**config.mk**
```make
export PLATFORM = sky130hd
export DESIGN_NAME = divider_seq
export DESIGN_NICKNAME = d
export VERILOG_FILES = /design/src/rtl/divider_seq.sv
export SDC_FILE = /design/constraint.sdc
export NUM_CORES = 1
export LEC_CHECK = 0
export ABC_AREA = 1
export CAP_MARGIN = 25
export CORE_MARGIN = 2
export CORE_UTILIZATION = 40
export CTS_BUF_LIST = sky130_fd_sc_hd__clkbuf_8 sky130_fd_sc_hd__clkbuf_16
export DETAILED_ROUTE_END_ITERATION = 10
export GPL_TIMING_DRIVEN = 0
export REMOVE_ABC_BUFFERS = 1
export SLEW_MARGIN = 30
export SYNTH_ARGS = -nofsm -noshare
export SYNTH_HDL_FRONTEND = slang
export SYNTH_SLANG_ARGS = --single-unit
```
**constraint.sdc**
```tcl
create_clock -name clock -period 2.31 [get_ports clock]
set_clock_uncertainty 0.05 [all_clocks]
set_input_delay 0.3465 -clock clock [delete_from_list [all_inputs] [get_ports clock]]
set_output_delay 0.3465 -clock clock [all_outputs]
set_load 0.1 [all_outputs]
```
**src/rtl/divider_seq.sv**
```systemverilog
// divider_seq: iterative unsigned divider, restoring algorithm, one quotient
// bit per clock. Operands are latched on a ready/valid accept. Results are
// presented with a single-cycle out_valid pulse WIDTH+1 cycles later and then
// held until the next completion.
module divider_seq #(
    parameter int WIDTH = 16
) (
    input  logic             clock,
    input  logic             reset_n,
    input  logic             in_valid,
    output logic             in_ready,
    input  logic [WIDTH-1:0] dividend,
    input  logic [WIDTH-1:0] divisor,
    output logic             out_valid,
    output logic [WIDTH-1:0] out_quotient,
    output logic [WIDTH-1:0] out_remainder,
    output logic             div_by_zero
);

    // Counter wide enough to hold 0..WIDTH.
    localparam int CW = $clog2(WIDTH) + 1;
    localparam logic [CW-1:0] LAST_ITER = CW'(WIDTH - 1);

    typedef enum logic [1:0] {
        ST_IDLE,
        ST_BUSY,
        ST_DONE
    } state_t;

    state_t           state_q, state_d;
    logic [CW-1:0]    count_q, count_d;
    logic [WIDTH:0]   rem_q, rem_d;
    logic [WIDTH-1:0] quo_q, quo_d;
    logic [WIDTH-1:0] div_q, div_d;
    logic             out_valid_q, out_valid_d;
    logic [WIDTH-1:0] out_quotient_q, out_quotient_d;
    logic [WIDTH-1:0] out_remainder_q, out_remainder_d;
    logic             div_by_zero_q, div_by_zero_d;

    logic             accept;
    logic             last_iter;
    logic [WIDTH:0]   shifted;
    logic [WIDTH:0]   trial;
    logic             trial_ok;
    logic [WIDTH:0]   rem_step;
    logic [WIDTH-1:0] quo_step;

    // The divider only refuses new work while it is iterating.
    assign in_ready = (state_q != ST_BUSY);
    assign accept   = in_valid && in_ready;

    // One restoring step. The partial remainder always stays below the
    // divisor, so its top bit is normally clear. If it were ever set, the
    // shifted value would exceed any divisor, so the subtraction is taken.
    assign shifted   = {rem_q[WIDTH-1:0], quo_q[WIDTH-1]};
    assign trial     = shifted - {1'b0, div_q};
    assign trial_ok  = rem_q[WIDTH] | ~trial[WIDTH];
    assign rem_step  = trial_ok ? trial : shifted;
    assign quo_step  = {quo_q[WIDTH-2:0], trial_ok};
    assign last_iter = (count_q == LAST_ITER);

    // Next-state logic: accept/load, iterate, and publish the result on the
    // final iteration so the outputs never show intermediate values.
    always_comb begin
        state_d         = state_q;
        count_d         = count_q;
        rem_d           = rem_q;
        quo_d           = quo_q;
        div_d           = div_q;
        out_valid_d     = 1'b0;
        out_quotient_d  = out_quotient_q;
        out_remainder_d = out_remainder_q;
        div_by_zero_d   = div_by_zero_q;

        case (state_q)
            ST_IDLE, ST_DONE: begin
                if (accept) begin
                    quo_d   = dividend;
                    div_d   = divisor;
                    rem_d   = '0;
                    count_d = '0;
                    state_d = ST_BUSY;
                end else begin
                    state_d = ST_IDLE;
                end
            end
            ST_BUSY: begin
                rem_d   = rem_step;
                quo_d   = quo_step;
                count_d = count_q + CW'(1);
                if (last_iter) begin
                    state_d         = ST_DONE;
                    out_valid_d     = 1'b1;
                    out_quotient_d  = quo_step;
                    out_remainder_d = rem_step[WIDTH-1:0];
                    div_by_zero_d   = (div_q == '0);
                end
            end
            default: begin
                state_d = ST_IDLE;
            end
        endcase
    end

    // State and datapath registers; reset discards any operation in flight.
    always_ff @(posedge clock or negedge reset_n) begin
        if (!reset_n) begin
            state_q         <= ST_IDLE;
            count_q         <= '0;
            rem_q           <= '0;
            quo_q           <= '0;
            div_q           <= '0;
            out_valid_q     <= 1'b0;
            out_quotient_q  <= '0;
            out_remainder_q <= '0;
            div_by_zero_q   <= 1'b0;
        end else begin
            state_q         <= state_d;
            count_q         <= count_d;
            rem_q           <= rem_d;
            quo_q           <= quo_d;
            div_q           <= div_d;
            out_valid_q     <= out_valid_d;
            out_quotient_q  <= out_quotient_d;
            out_remainder_q <= out_remainder_d;
            div_by_zero_q   <= div_by_zero_d;
        end
    end

    assign out_valid     = out_valid_q;
    assign out_quotient  = out_quotient_q;
    assign out_remainder = out_remainder_q;
    assign div_by_zero   = div_by_zero_q;

endmodule

```
[Word level (Yosys, flattened, before mapping)]
Index checks and enable logic that the tools add are counted.
Word-level totals
  logic and storage cells: 39
  bits in registers: 90
  input bits: 35
  output and inout port bits: 35
Operators by class
  mux-type cells: 12
  add/subtract/negate cells: 2
  bitwise logic cells: 2
  reduce and logical (&&, ||, !) cells: 8
  equal/unequal tests: 6
Operator list (number)
  17-bit 2-to-1 mux: 2
  17-bit one-hot mux with 2 select lines: 1
  16-bit one-hot mux with 2 select lines: 1
  17-bit by 16-bit subtractor with 17-bit output: 1
  16-bit logical NOT: 1
  16-bit 2-to-1 mux: 1
  5-bit one-hot mux with 2 select lines: 1
  2-bit AND reduction: 3
  5-bit by 1-bit adder with 5-bit output (second input constant): 1
  5-bit by 4-bit equality test with 1-bit output (second input constant): 1
  5-bit 2-to-1 mux: 1
  2-bit != test (second input constant): 2
  2-bit one-hot mux with 2 select lines: 1
  1-bit 2-to-1 mux: 3
  2-bit by 1-bit equality test with 1-bit output (second input constant): 1
  2-bit equality test (second input constant): 1
  2-bit logical NOT: 1
  2-bit 2-to-1 mux: 1
  2-bit by 1-bit != test with 1-bit output (second input constant): 1
  2-bit nonzero test: 1
  2-bit OR reduction: 1
  1-bit logical AND: 1
  1-bit inverter: 1
  1-bit OR: 1

[Logic depth before layout (Yosys ltp)]
Gate-level depths: netlist of the first run.
  word-level depth: 5
  mapped depth: 17
  mapped depth without buffers: 16

[Worst setup path before layout of the first run]
Ideal clock, no wire load.
  path kind: register to register
  start: reg state_q[0]
  end: reg rem_q[16]
  path buffers: 2
  data required time: 2067 ps
  stages on the path, launching flop included: 7
  arrival time: 2088 ps
  clock period less this slack: 2331 ps
  library setup time: 193 ps
  setup slack: -21 ps
  cell sequence: dfrtp_1 -> inv_2 -> nor2_1 -> inv_1 -> clkbuf_1 -> clkbuf_1 -> o22ai_1
On the way
  cells in the longest elaborated chain, start to end: 4
  elaborated cells on any way between the ends: 10
  classes of those cells: eq/ne: 4; mux: 1; reduce/logical: 5
RTL lines
  start: declaration: line 30  | state_t state_q, state_d;
  start signal: assignment: line 118  | state_q <= state_d;
  2-bit by 1-bit != test with 1-bit output: line 49  | assign in_ready = (state_q != ST_BUSY);
  via in_ready: line 11  | output logic in_ready,
  1-bit logical AND: line 50  | assign accept = in_valid && in_ready;
  2-bit != test (no line)
  2-bit AND reduction (no line)
  end signal: assignment: line 120  | rem_q <= rem_d;
  end: declaration: line 32  | logic [WIDTH:0] rem_q, rem_d;
The timed path passes the listed nets, and every way through them passes these cells.
A chain may end at the register's enable or synchronous reset.

[Worst setup path in the final report of the first run]
  start: reg div_q[0]
  end: reg rem_q[1]
On the way
  cells in the longest elaborated chain, start to end: 5
RTL lines
  start: declaration: line 34  | logic [WIDTH-1:0] div_q, div_d;
  start signal: assignment: line 122  | div_q <= div_d;
  17-bit by 16-bit subtractor with 17-bit output (*): line 56  | assign trial = shifted - {1'b0, div_q};
  1-bit inverter: line 57  | assign trial_ok = rem_q[WIDTH] | ~trial[WIDTH];
  1-bit OR: line 57
  17-bit 2-to-1 mux (*): line 58  | assign rem_step = trial_ok ? trial : shifted;
  17-bit one-hot mux with 2 select lines (*): line 75  | case (state_q)
Every way passes the cells marked *; elsewhere a longest branch is shown, timed or not.

==> summary.txt, run 1 <==
Drt
  • Pre-antenna DRT Iters: 4
  • Via density per instance: 5.01
  • Via count: between 4000 and 5000
  • Initial drt markers: between 150 and 200
  • Met2 WL: approximately 5700 um
  • Wl on met1: ~5600 um
  • Final WL: 12200 um
  • DR top layer: met4
  • Met3 routed WL: 654 um
  • Wire per inst: 14.9 um
  • DRT antenna net count: 0
  • DR DRC count: 0

Timing
  • Slew margin rel.: 0.329
  • Slew @ Worst Pin: 1000 ps
  • Peak Freq: 0.426 GHz
  • Slew Viols, Final: 0
  • Fin. Hold Viols: 0
  • Final min period: ~2300 ps
  • Unrepaired setup endpoints after global routing: true
  • Final-report setup violation count: 2
  • Final setup margin: -36.3 ps
  • Final worst-path cycle share: 1.02
  • Hold WS: 384 ps

Setup path
  • CP Cell Sequence: ha_4 > fa_2 > inv_1 > nand2_1 > nand2_2 > nand3_2 > nand2_4 > nand2_4 > nand2_4 > nand2_4 > nand2_8 > nand3_1 > nand3_1 > nand2_1
  • Top Family by Delay on Critical Path: simple AND/OR/NAND/NOR gates
  • CP Depth: 14
  • Critical path buffers and inverters: 1
  • Max stage delay cell, worst path: dfrtp_1
  • Max FO, Critical Path: 8
  • CP arrival: 2530 ps
  • FF-to-FF path depth: 14
  • Setup crit start kind: register
  • Critical path class: reg2reg
  • Required time of the critical path: 2500 ps
  • Most frequent CP cell: nand2_4
  • Worst setup EP type: register
  • Worst stage delay on the critical path: ~420 ps

CTS
  • CTS Root Cell: clkbuf_16
  • Htree depth: 3
  • Clock slew seen by the registers of the worst setup and hold paths: ~70 ps
  • Worst-Skew Late Latency: between 300 and 400 ps
  • Max Root-Sink Buffers: 2
  • Clock sink total: 90
  • TritonCTS clock tree: built
  • CTS buffer count: 9

Cells and area
  • Final Core Density: 0.526
  • Non-Filler Cell Area, Final: 6240 um^2
  • Antenna cells: 0
  • FILL cells: between 1000 and 1500
  • Sequential cell area: 2250 um^2
  • Footprint of the multi-input gates: between 2000 and 2500 um^2
  • Layout Cells excl Fill: 824
  • Area growth from synthesis to layout: 29.9%
  • Nets: around 730
  • Share of layout cells above drive strength 1: 0.154

GRT
  • Vias in the first global route: approximately 4000
  • Overflow after GRT: 0
  • Gr usage total: 0.191
  • First-pass GRT wire length: 19500 um
  • Initial antenna violation count: 0
  • Largest net degree at the start of global routing: 63

Place
  • PortBufs: 69
  • DP Area: 5600 um^2
  • RePlAce Congestion: between 0.8 and 0.9
  • DP Wirelength: a little under 8000 um
  • Placed cells: 796

Synthesis
  • Syn Inst Count: 601
  • Sequential-to-total area share from yosys stat: 0.469
  • Synth cell types: 37
  • Ys flop type: dfrtp_1
  • EDFF count, synth: 0
  • Avg Inst Size Synth: about 8 um^2
  • Yosys warnings: 0
  • Netlist Area Pre-Place: 4800 um^2
  • Post-synth ARST share: 1.00
  • Synthesized flop and latch total: 90

Die
  • I/O pins: 70
  • Die W: 114 um
  • FP Rows: 40
  • Chip height: 114 um
  • Total Die Area: 12900 um^2
  • Core ar.: 11900 um^2
  • Starting Density: 0.405

Worst hold path
  • Hold Crit Class: in2async

Status
  • Status: finished, violations left
  • Failing checks: negative setup slack

Run
  • Total of max-cap violations: 0
[cells in the final DEF, fill, tap and decap left out, drive strengths merged, types with 2 or more instances in the layout]
cell and n:
o21ai 19, clkdlybuf4s50 63, a21oi 29, clkinv 4, nand3 54, inv 73
o22ai 2, nor3 4, ha 18, dlymetal6s2s 3, buf 8, o221ai 15
nor2 28, clkbuf 11, nand2 228, xor2 6, o21bai 3, clkinvlp 4
nor4 4, dfrtp 90
[flip-flops by register name, indices dropped and copies added, names as in the netlist]
| name | cells |
|---|---|
| div_by_zero | 1 |
| rem_q | 17 |
| out_valid | 1 |
| count_q | 5 |
| quo_q | 16 |
| out_quotient | 16 |
| div_q | 16 |
| out_remainder | 16 |
| state_q | 2 |
[Yosys cell counts, types with 13 or more instances]
library cell / instances / area [um^2]
nand2_1: 203 / 762
dfrtp_1: 90 / 2250
inv_1: 68 / 255
nand3_1: 47 / 235
a21oi_1: 27 / 135
nor2_1: 27 / 101
nand2_2: 22 / 138
o21ai_0: 19 / 95.1
ha_1: 18 / 225
o221ai_1: 15 / 131
clkbuf_1: 13 / 48.8
[per-stage QoR]
stage	worst slack (ps)	TNS, ps
floorplan	-897	-39680
CTS	5.69	0
finish	-36.3	-51.3
global placement	-2540	-366550
global route	-152	-3150
detailed placement	-1020	-35480
[timing repair]
action,4_1_cts,5_1_grt
gates cloned,2,3
setup endpoints to repair,57,39
buffers inserted,3,3
pin swaps,2,17
gates resized for setup,16,47
hold endpoints to repair,28,0
hold buffers,1,0
[worst reg2reg max path: stages, from the launching register on]
cell	delay, ps
dfrtp_1	420
ha_4	190
fa_2	400
inv_1	60
nand2_1	50
nand2_2	70
nand3_2	80
nand2_4	100
nand2_4	90
nand2_4	110
nand2_4	110
nand2_8	160
nand3_1	130
nand3_1	150
nand2_1	60
[per-layer routing]
layer	up-vias	track usage
li1	2065	-
met4	0	0.0772
met1	1937	0.258
met5	-	0
met3	18	0.0420
met2	106	0.299
[final timing paths]
| path | from | endpoint | slack [ps] |
|---|---|---|---|
| min in group clock | count_q[3] | count_q[3] | 430 |
| hold / removal | reset_n | div_q[5] | 380 |
| hold reg to reg | count_q[3] | count_q[3] | 430 |
| max in group asynchronous | reset_n | quo_q[10] | 1230 |
| setup reg to reg | div_q[0] | rem_q[1] | -40 |
| setup / recovery | div_q[0] | rem_q[1] | -40 |
[kinds of logic after synthesis]
group / Yosys count / share of synthesized area
AND/OR/NAND/NOR: 318 / 0.290
buffers and inverters: 96 / 0.0839
flip-flops: 90 / 0.469
AO/OA/AOI/OAI: 70 / 0.0911
adder cells (fa/ha/maj): 19 / 0.0510
XOR/XNOR: 7 / 0.0128
multiplexers: 1 / 0.00234
[layout make-up]
class,instances,share of cell area
repair buffers,78,0.132
clock inverters,7,0.0122
clock buffers,9,0.0361
repair inverters,1,0.000802
well taps,147,0.0295
inverters,74,0.0459
flip-flops and latches,90,0.361
multi-input cells,418,0.383
Power of run 1 is left out: the tool's default activity adds up to more than one toggle a clock period on the data nets, which glitch-free logic cannot reach.
==> inputs of run 2 (changes only) <==
--- a/config.mk
+++ b/config.mk
@@ -10,6 +10,7 @@
 export CORE_MARGIN = 2
 export CORE_UTILIZATION = 40
 export CTS_BUF_LIST = sky130_fd_sc_hd__clkbuf_8 sky130_fd_sc_hd__clkbuf_16
+export CTS_CLUSTER_SIZE = 20
 export DETAILED_ROUTE_END_ITERATION = 10
 export GPL_TIMING_DRIVEN = 0
 export REMOVE_ABC_BUFFERS = 1
==> results of run 2 <==
No change in the layout: final DEF, timing and power equal those of run 1.
Power of run 2 is left out for the same reason.
